<file path="src/rtl/cond_flag_unit_pkg.sv">
// Shared types for the condition/flag unit: ARM condition codes and the
// NZCV flag layout.
package cond_flag_unit_pkg;

   typedef enum logic [3:0] {
      COND_EQ = 4'h0,
      COND_NE = 4'h1,
      COND_CS = 4'h2,
      COND_CC = 4'h3,
      COND_MI = 4'h4,
      COND_PL = 4'h5,
      COND_VS = 4'h6,
      COND_VC = 4'h7,
      COND_HI = 4'h8,
      COND_LS = 4'h9,
      COND_GE = 4'hA,
      COND_LT = 4'hB,
      COND_GT = 4'hC,
      COND_LE = 4'hD,
      COND_AL = 4'hE,
      COND_NV = 4'hF
   } cond_e;

   localparam int unsigned N_IDX = 3;
   localparam int unsigned Z_IDX = 2;
   localparam int unsigned C_IDX = 1;
   localparam int unsigned V_IDX = 0;

   typedef logic [3:0] nzcv_t;

endpackage

</file>
<file path="src/rtl/cond_flag_unit_if.sv">
// Execute-stage flag bus between the pipeline (master) and the
// condition/flag unit (slave).
interface cond_flag_unit_if
   import cond_flag_unit_pkg::*;
#(
   parameter int unsigned CNT_W = 8
);
   logic             valid_in;
   logic             stall;
   logic             flush;
   logic [3:0]       cond;
   logic [1:0]       flag_w;
   nzcv_t            alu_flags;
   logic             cnt_clr;
   logic             cond_ex;
   nzcv_t            flags_q;
   logic             valid_out;
   logic             pass_out;
   logic [CNT_W-1:0] ovf_count;

   modport master (
      output valid_in, stall, flush, cond, flag_w, alu_flags, cnt_clr,
      input  cond_ex, flags_q, valid_out, pass_out, ovf_count
   );

   modport slave (
      input  valid_in, stall, flush, cond, flag_w, alu_flags, cnt_clr,
      output cond_ex, flags_q, valid_out, pass_out, ovf_count
   );
endinterface

</file>
<file path="src/rtl/cond_flag_unit_cond_check.sv">
// Pure combinational evaluation of an ARM condition field against NZCV.
module cond_check
   import cond_flag_unit_pkg::*;
(
   input  cond_e cond,
   input  nzcv_t flags,
   output logic  pass
);

   logic n, z, c, v;

   always_comb begin
      n = flags[N_IDX];
      z = flags[Z_IDX];
      c = flags[C_IDX];
      v = flags[V_IDX];
      pass = 1'b1;
      case (cond)
         COND_EQ: pass = z;
         COND_NE: pass = ~z;
         COND_CS: pass = c;
         COND_CC: pass = ~c;
         COND_MI: pass = n;
         COND_PL: pass = ~n;
         COND_VS: pass = v;
         COND_VC: pass = ~v;
         COND_HI: pass = c & ~z;
         COND_LS: pass = ~c | z;
         COND_GE: pass = (n == v);
         COND_LT: pass = (n != v);
         COND_GT: pass = ~z & (n == v);
         COND_LE: pass = z | (n != v);
         COND_AL: pass = 1'b1;
         COND_NV: pass = 1'b1;
         default: pass = 1'b1;
      endcase
   end

endmodule

</file>
<file path="src/rtl/cond_flag_unit.sv">
// Architectural NZCV register with condition gating, commit pipeline
// register and saturating signed-overflow event counter.
module cond_flag_unit
   import cond_flag_unit_pkg::*;
#(
   parameter int unsigned CNT_W = 8
)
(
   input  logic           clk,
   input  logic           reset,
   cond_flag_unit_if.slave bus
);

   nzcv_t            flags_q, flags_d;
   logic             valid_q, valid_d;
   logic             pass_q,  pass_d;
   logic [CNT_W-1:0] cnt_q,   cnt_d;
   logic             cond_pass;
   logic             live;
   logic             cond_ex;
   logic             commit;

   cond_check u_cond_check (
      .cond  (cond_e'(bus.cond)),
      .flags (flags_q),
      .pass  (cond_pass)
   );

   always_comb begin
      live    = bus.valid_in & ~bus.flush;
      // Gated by reset so nothing downstream sees a pass while registers clear.
      cond_ex = live & cond_pass & ~reset;
      commit  = cond_ex & ~bus.stall;

      flags_d = flags_q;
      if (commit && bus.flag_w[1]) begin
         flags_d[N_IDX] = bus.alu_flags[N_IDX];
         flags_d[Z_IDX] = bus.alu_flags[Z_IDX];
      end
      if (commit && bus.flag_w[0]) begin
         flags_d[C_IDX] = bus.alu_flags[C_IDX];
         flags_d[V_IDX] = bus.alu_flags[V_IDX];
      end

      cnt_d = cnt_q;
      if (bus.cnt_clr) begin
         cnt_d = '0;
      end else if (commit && bus.flag_w[0] && bus.alu_flags[V_IDX] && (cnt_q != '1)) begin
         cnt_d = cnt_q + 1'b1;
      end

      valid_d = live & ~bus.stall;
      pass_d  = commit;
   end

   always_ff @(posedge clk or posedge reset) begin
      if (reset) begin
         flags_q <= '0;
         valid_q <= 1'b0;
         pass_q  <= 1'b0;
         cnt_q   <= '0;
      end else begin
         flags_q <= flags_d;
         valid_q <= valid_d;
         pass_q  <= pass_d;
         cnt_q   <= cnt_d;
      end
   end

   assign bus.cond_ex   = cond_ex;
   assign bus.flags_q   = flags_q;
   assign bus.valid_out = valid_q;
   assign bus.pass_out  = pass_q;
   assign bus.ovf_count = cnt_q;

endmodule

</file>
<file path="src/flat_wrapper.sv">
// flat-port wrapper written by rule: the top's interface ports become plain ports
module cond_flag_unit_flat import cond_flag_unit_pkg::*;
#(
   parameter int unsigned CNT_W = 8
)
  (clk, reset, bus_valid_in, bus_stall, bus_flush, bus_cond, bus_flag_w, bus_alu_flags, bus_cnt_clr, bus_cond_ex, bus_flags_q, bus_valid_out, bus_pass_out, bus_ovf_count);
  cond_flag_unit_if #(.CNT_W(CNT_W)) bus_i ();
  input  logic clk;
  input  logic reset;
  input wire logic [$bits(bus_i.valid_in)-1:0] bus_valid_in;
  input wire logic [$bits(bus_i.stall)-1:0] bus_stall;
  input wire logic [$bits(bus_i.flush)-1:0] bus_flush;
  input wire logic [$bits(bus_i.cond)-1:0] bus_cond;
  input wire logic [$bits(bus_i.flag_w)-1:0] bus_flag_w;
  input wire logic [$bits(bus_i.alu_flags)-1:0] bus_alu_flags;
  input wire logic [$bits(bus_i.cnt_clr)-1:0] bus_cnt_clr;
  output wire logic [$bits(bus_i.cond_ex)-1:0] bus_cond_ex;
  output wire logic [$bits(bus_i.flags_q)-1:0] bus_flags_q;
  output wire logic [$bits(bus_i.valid_out)-1:0] bus_valid_out;
  output wire logic [$bits(bus_i.pass_out)-1:0] bus_pass_out;
  output wire logic [$bits(bus_i.ovf_count)-1:0] bus_ovf_count;
  assign bus_i.valid_in = bus_valid_in;
  assign bus_i.stall = bus_stall;
  assign bus_i.flush = bus_flush;
  assign bus_i.cond = bus_cond;
  assign bus_i.flag_w = bus_flag_w;
  assign bus_i.alu_flags = bus_alu_flags;
  assign bus_i.cnt_clr = bus_cnt_clr;
  assign bus_cond_ex = bus_i.cond_ex;
  assign bus_flags_q = bus_i.flags_q;
  assign bus_valid_out = bus_i.valid_out;
  assign bus_pass_out = bus_i.pass_out;
  assign bus_ovf_count = bus_i.ovf_count;
  cond_flag_unit #(.CNT_W(CNT_W)) u_core (.clk(clk), .reset(reset), .bus(bus_i));
endmodule
</file>
<file path="config.mk">
export PLATFORM = sky130hd
export DESIGN_NAME = cond_flag_unit_flat
export DESIGN_NICKNAME = d
export VERILOG_FILES = /design/src/rtl/cond_flag_unit_pkg.sv /design/src/rtl/cond_flag_unit_if.sv /design/src/rtl/cond_flag_unit_cond_check.sv /design/src/rtl/cond_flag_unit.sv /design/src/flat_wrapper.sv
export SDC_FILE = /design/constraint.sdc
export NUM_CORES = 1
export LEC_CHECK = 0
export CORE_MARGIN = 2
export CORE_UTILIZATION = 50
export DETAILED_ROUTE_END_ITERATION = 12
export DONT_BUFFER_PORTS = 1
export PLACE_DENSITY_LB_ADDON = 0.15
export REMOVE_ABC_BUFFERS = 1
export SYNTH_ARGS = -nofsm -noshare
export SYNTH_HDL_FRONTEND = slang
export SYNTH_SLANG_ARGS = --single-unit
</file>
<file path="constraint.sdc">
create_clock -name clk -period 2.7 [get_ports clk]
set_clock_uncertainty 0.1 [all_clocks]
set_input_delay 0.135 -clock clk [delete_from_list [all_inputs] [get_ports clk]]
set_output_delay 0.135 -clock clk [all_outputs]
set_load 0.02 [all_outputs]
</file>
; Word-level counts from Yosys, hierarchy flattened
; Index checks and enable logic that the tools add are counted.
; W data, S select, Z words.
[word_totals]
ff_bits = 14
in_bits = 16
out_inout_bits = 15
word_cells = 50
[classes]
add_sub_neg = 1
n_eq_ne = 18
muxes = 3
bitwise_logic = 16
reduce_logical = 7
[ops]
columns = operator, n
row1 = $eq A4 B4 Y1 const B, 8
row2 = $eq A4 B3 Y1 const B, 4
row3 = $mux W8, 2
row4 = $pmux W1 S15, 1
row5 = $add A8 B1 Y8 const B, 1
row6 = $eq A4 B2 Y1 const B, 2
row7 = $ne A8 B8 Y1 const B, 1
row8 = $and A1 B1 Y1, 7
row9 = $not A1 Y1, 7
row10 = $eq A4 B1 Y1 const B, 1
row11 = $logic_and A1 B1 Y1, 4
row12 = $logic_not A4 Y1, 1
row13 = $or A1 B1 Y1, 2
row14 = $reduce_bool A2 Y1, 1
row15 = $reduce_or A2 Y1, 1
row16 = $eq A1 B1 Y1, 1
row17 = $ne A1 B1 Y1, 1

; Logic depth before layout (Yosys ltp)
[logic_depth]
depth_word = 11
ltp_mapped = 8

; Modules after synthesis
; Synthesis repeated with hierarchy kept, for this count alone.
[hier_totals]
cells_unflattened = 92
hier_area_um2 = 912.1
[modules_own_cells]
columns = mod, n_inst, cells_each, area_each_um2, seq_area_each_um2
row1 = cond_flag_unit, 1, 63, 710.7, 350.3
row2 = cond_check, 1, 29, 201.4, 0.0

; Worst setup path after synthesis
; Ideal clock, no wire load.
[synth_timing]
kind = flip-flop to flip-flop
startpoint = register u_core.flags_q[0] (netlist: u_core.bus.flags_q[0])
endpoint = register u_core.flags_q[0] (netlist: u_core.bus.flags_q[0])
arrival_ns = 2.106
required_ns = 2.475
path_slack_ns = 0.369
path_stages_with_launch = 8
path_buffers = 1
period_less_slack_ns = 2.331
path_cell_list = dfrtp_1 -> xor2_1 -> and3_1 -> o311a_1 -> o31ai_4 -> buf_6 -> nand3b_4 -> mux2_4
[synth_between]
elab_chain_cells = 7
[synth_rtl]
columns = element, line_no
row1 = start: declaration, cond_flag_unit.sv:14  ; nzcv_t flags_q, flags_d;
row2 = start signal: assignment, cond_flag_unit.sv:63  ; flags_q <= flags_d;
row3 = $ne A1 B1 Y1 / $eq A1 B1 Y1 (equally long branches), n/a
row4 = $or A1 B1 Y1 / $and A1 B1 Y1 (equally long branches), "cond_flag_unit_cond_check.sv:32, cond_flag_unit_cond_check.sv:31"
row5 = $pmux W1 S15 *, cond_flag_unit_cond_check.sv:18  ; case (cond)
row6 = $and A1 B1 Y1 * (2 in a row), cond_flag_unit.sv:32  ; cond_ex = live & cond_pass & ~reset;
row7 = $and A1 B1 Y1 *, cond_flag_unit.sv:33  ; commit = cond_ex & ~bus.stall;
row8 = $logic_and A1 B1 Y1 *, cond_flag_unit.sv:40  ; if (commit && bus.flag_w[0]) begin
; Mark *: on every way between the ends. The rest lies on a longest branch, timed or not.
; A chain may end at the register's enable or synchronous reset.

; Final worst setup path
[layout_timing]
startpoint = register u_core.flags_q[3] (netlist: u_core.bus.flags_q[3])
endpoint = output port bus_cond_ex
[layout_between]
elab_chain_cells = 5
[layout_rtl]
columns = element, line_no
row1 = $ne A1 B1 Y1 / $eq A1 B1 Y1 (equally long branches), n/a
row2 = $or A1 B1 Y1 / $and A1 B1 Y1 (equally long branches), "cond_flag_unit_cond_check.sv:32, cond_flag_unit_cond_check.sv:31"
row3 = $pmux W1 S15 *, cond_flag_unit_cond_check.sv:18
row4 = $and A1 B1 Y1 * (2 in a row), cond_flag_unit.sv:32
row5 = end: declaration, flat_wrapper.sv:17  ; output wire logic [$bits(bus_i.cond_ex)-1:0] bus_cond_ex;
; Marks and branches as above.

==> results_dict.tcl <==
set metrics [dict create \
    status "finished clean" \
    placed_cell_area_sq_um 1010 \
    synth_ff_type "dfrtp_1" \
    ys_types 41 \
    wl_um 2250 \
    first_pass_iters 4 \
    grt_pass1_vias 759 \
    finalHoldWorstSlack_ns 0.00292 \
    post_drt_wl_per_cell_um 16.9 \
    relSlewSlack_pct 62.9 \
    h-tree-depth 1 \
    p_per_area_nw_per_um2 449 \
    io_pins 31 \
    power_leakage_nw 0.482 \
    worstPathRequired_ns 2.47 \
    num_vias 802 \
    setup_viol_count_final 0 \
    vias_per_cell 6.03 \
    route.detailed.drc 0 \
    finalNonFillerCells 133 \
    worstPathArrival_ns 2.27 \
    core_area_sq_um 1900 \
    grt_pass1_wl_um 3310 \
    port_buffers 0 \
    async_reset_ff_share_pct 100 \
    yosys_warnings 0 \
    post_cts_buffers 0 \
    drive_above_1_share_pct 18.9 \
    drtIter0Drc 9 \
    cts_tree "done" \
    cts_sinks 14 \
    synth_common_cells "14 x dfrtp_1, 5 x a21oi_1, 5 x and3_1, 5 x nand3_1, 5 x o31ai_1" \
    clk_latency_ns 0.28 \
    fmax_mhz 398 \
    cts_buffer_depth 2 \
    cpPeakStageDelay_ns 0.48 \
    worst_setup_path_end_kind "output port" \
    ant_nets 0 \
    diodes 0 \
    yosys.area.top_type "dfrtp_1" \
    yosysTopAreaCellShare_pct 35.7 \
    initial_utilization_pct 51.6 \
    ir_worst_vdd_mv 0.352 \
    overflow 0 \
    synth_seq_area_share_pct 35.7 \
    drv_cap 0 \
    synth_area_leaders "dfrtp_1 36%, mux2_4 6.1%, o31ai_1 3.8%, and3_1 3.2%, or4_1 3.1%" \
    fin_area_sq_um 1120 \
    dp.cells 121 \
    cts_root_buf "clkbuf_4" \
    grt_usage_pct 20.6 \
    worstMarginPinSlew_ns 0.556 \
    yosysMostFrequentCell "dfrtp_1" \
    syn_to_final_growth_pct 14.3 \
    drv_slew 0 \
    dieArea_sq_um 2330 \
    period_share_pct 92.9 \
    rows 16 \
    setup_tns_ns 0 \
    crit_path_start_kind "flip-flop" \
    clkSlewWorstSetupHoldPaths_ns 0.09 \
    synth_seq_cells 14 \
    nets 125 \
    antenna_found_initial 0 \
    hold_violations 0 \
    avgSynthCellArea_sq_um 10.2 \
    n_fill_cell 168 \
    numCtsBuffers 3 \
    die_x_um 48.3 \
    cp_max_fo 13 \
    rsz0062_at_grt "false" \
    hpwl_um 1520 \
    cp_slowest_cell "dfrtp_2" \
    die_h_um 48.3 \
    grt_max_degree 15 \
    syn_inst 96 \
    worst-setup-path-type "reg2out" \
    crit_top_cell "buf_4" \
    layout_min_cycle_time_ns 2.51 \
    syn_area_sq_um 981 \
    hp-class "in2reg" \
    synth_edf_count 0 \
    gp_congestion 0.783 \
    cp_cell_sequence "xor2_1, o221ai_1, o311a_1, o31ai_4, buf_4, nor3b_1, buf_4" \
]
sequential cells by signal, summed over array words and instances, names as in the netlist:
signal,cells
u_core.bus.ovf_count,8
u_core.bus.flags_q,4
u_core.bus.pass_out,1
u_core.bus.valid_out,1
timing repair:
| action | 4_1_cts | 5_1_grt |
|---|---|---|
| hold buffers | 8 | 1 |
| resized for setup | 0 | 1 |
| endpoints found under the hold margin | 27 | 1 |
| setup endpoints to repair | 0 | 1 |
logic make-up (layout without fill, tap and decap cells):
kind of cell,count (synthesis),after routing,synth area share (%)
compound gates,19,19,15.4
xor+xnor,1,1,0.893
fa+ha+maj,1,1,1.28
buf+inv,8,18,4.21
flops,14,14,35.7
mux,8,8,10.5
simple gates,45,45,32.0
power by group:
part           switching [W]  internal [W]
Combinational      0.0000575     0.0000631
Clock              0.0000668     0.0000518
Sequential         0.0000384      0.000225
Total               0.000163      0.000340
layer usage:
metal / track usage (%) / vias to the layer above / share of wire (%)
li1: - / 387 / -
met2: 31.8 / 26 / 46
met1: 28.0 / 385 / 47
met3: 6.67 / 4 / 6.0
met5: 0 / - / 0
met4: 4.86 / 0 / 0.84
worst max-delay path, delay by kind of cell, from the launching register on:
family | cells | cell delay (ns)
flops | 1 | 0.48
compound gates | 3 | 0.76
buf+inv | 2 | 0.40
xor+xnor | 1 | 0.29
simple gates | 1 | 0.07
cell usage in the layout (no fill, tap or decap), types with 2 or more instances in the layout:
cell type / instances
buf_4: 3
mux2i_1: 2
a32oi_1: 2
or4_1: 4
dfrtp_1: 13
nand2_1: 3
inv_1: 3
nor4b_1: 2
nor2_1: 4
o31ai_1: 5
nor3b_2: 2
clkbuf_4: 3
nand3_1: 5
mux2_4: 4
and3_1: 5
nand2b_1: 4
dlygate4sd3_1: 9
mux2_2: 2
and2_1: 2
nor2b_1: 3
a21oi_1: 5
worst paths after layout:
path                                              startpoint                                   to  slack, ns  cells after the start
max in group asynchronous                              reset    u_core.bus.flags_q[3]$_DFFE_PP0P_       1.86                      2
setup reg to reg           u_core.bus.flags_q[3]$_DFFE_PP0P_  u_core.bus.ovf_count[2]$_DFFE_PP0P_       0.36                      7
setup / recovery           u_core.bus.flags_q[3]$_DFFE_PP0P_                          bus_cond_ex       0.19                      7
min in group asynchronous                              reset  u_core.bus.ovf_count[0]$_DFFE_PP0P_       0.23                      2
hold reg to reg            u_core.bus.flags_q[3]$_DFFE_PP0P_    u_core.bus.flags_q[3]$_DFFE_PP0P_       0.57                      1
hold / removal                                   bus_cnt_clr  u_core.bus.ovf_count[2]$_DFFE_PP0P_      0.003                      2
cell type report:
cell class	instances	area, sq um	share of cell area, %
clock buffer	3	22.5	2.01
inverter	3	11.3	1.00
multi-input combinational	74	589	52.6
sequential	14	352	31.4
tap	27	33.8	3.01
timing repair buffer	12	113	10.0
through the flow:
| step | setup slack (ns) | util, % | total power, W |
|---|---|---|---|
| 5_1_grt | 0.0579 | 58.9 | 0.000526 |
| 2_1_floorplan | 0.235 | - | 0.000345 |
| 4_1_cts | 0.118 | 58.4 | 0.000499 |
| 3_5_place_dp | 0.312 | 53.0 | 0.000374 |
| 6_report | 0.190 | 58.9 | 0.000503 |
| 3_3_place_gp | 0.362 | 53.0 | 0.000370 |
(Power assumes the default switching activity.)
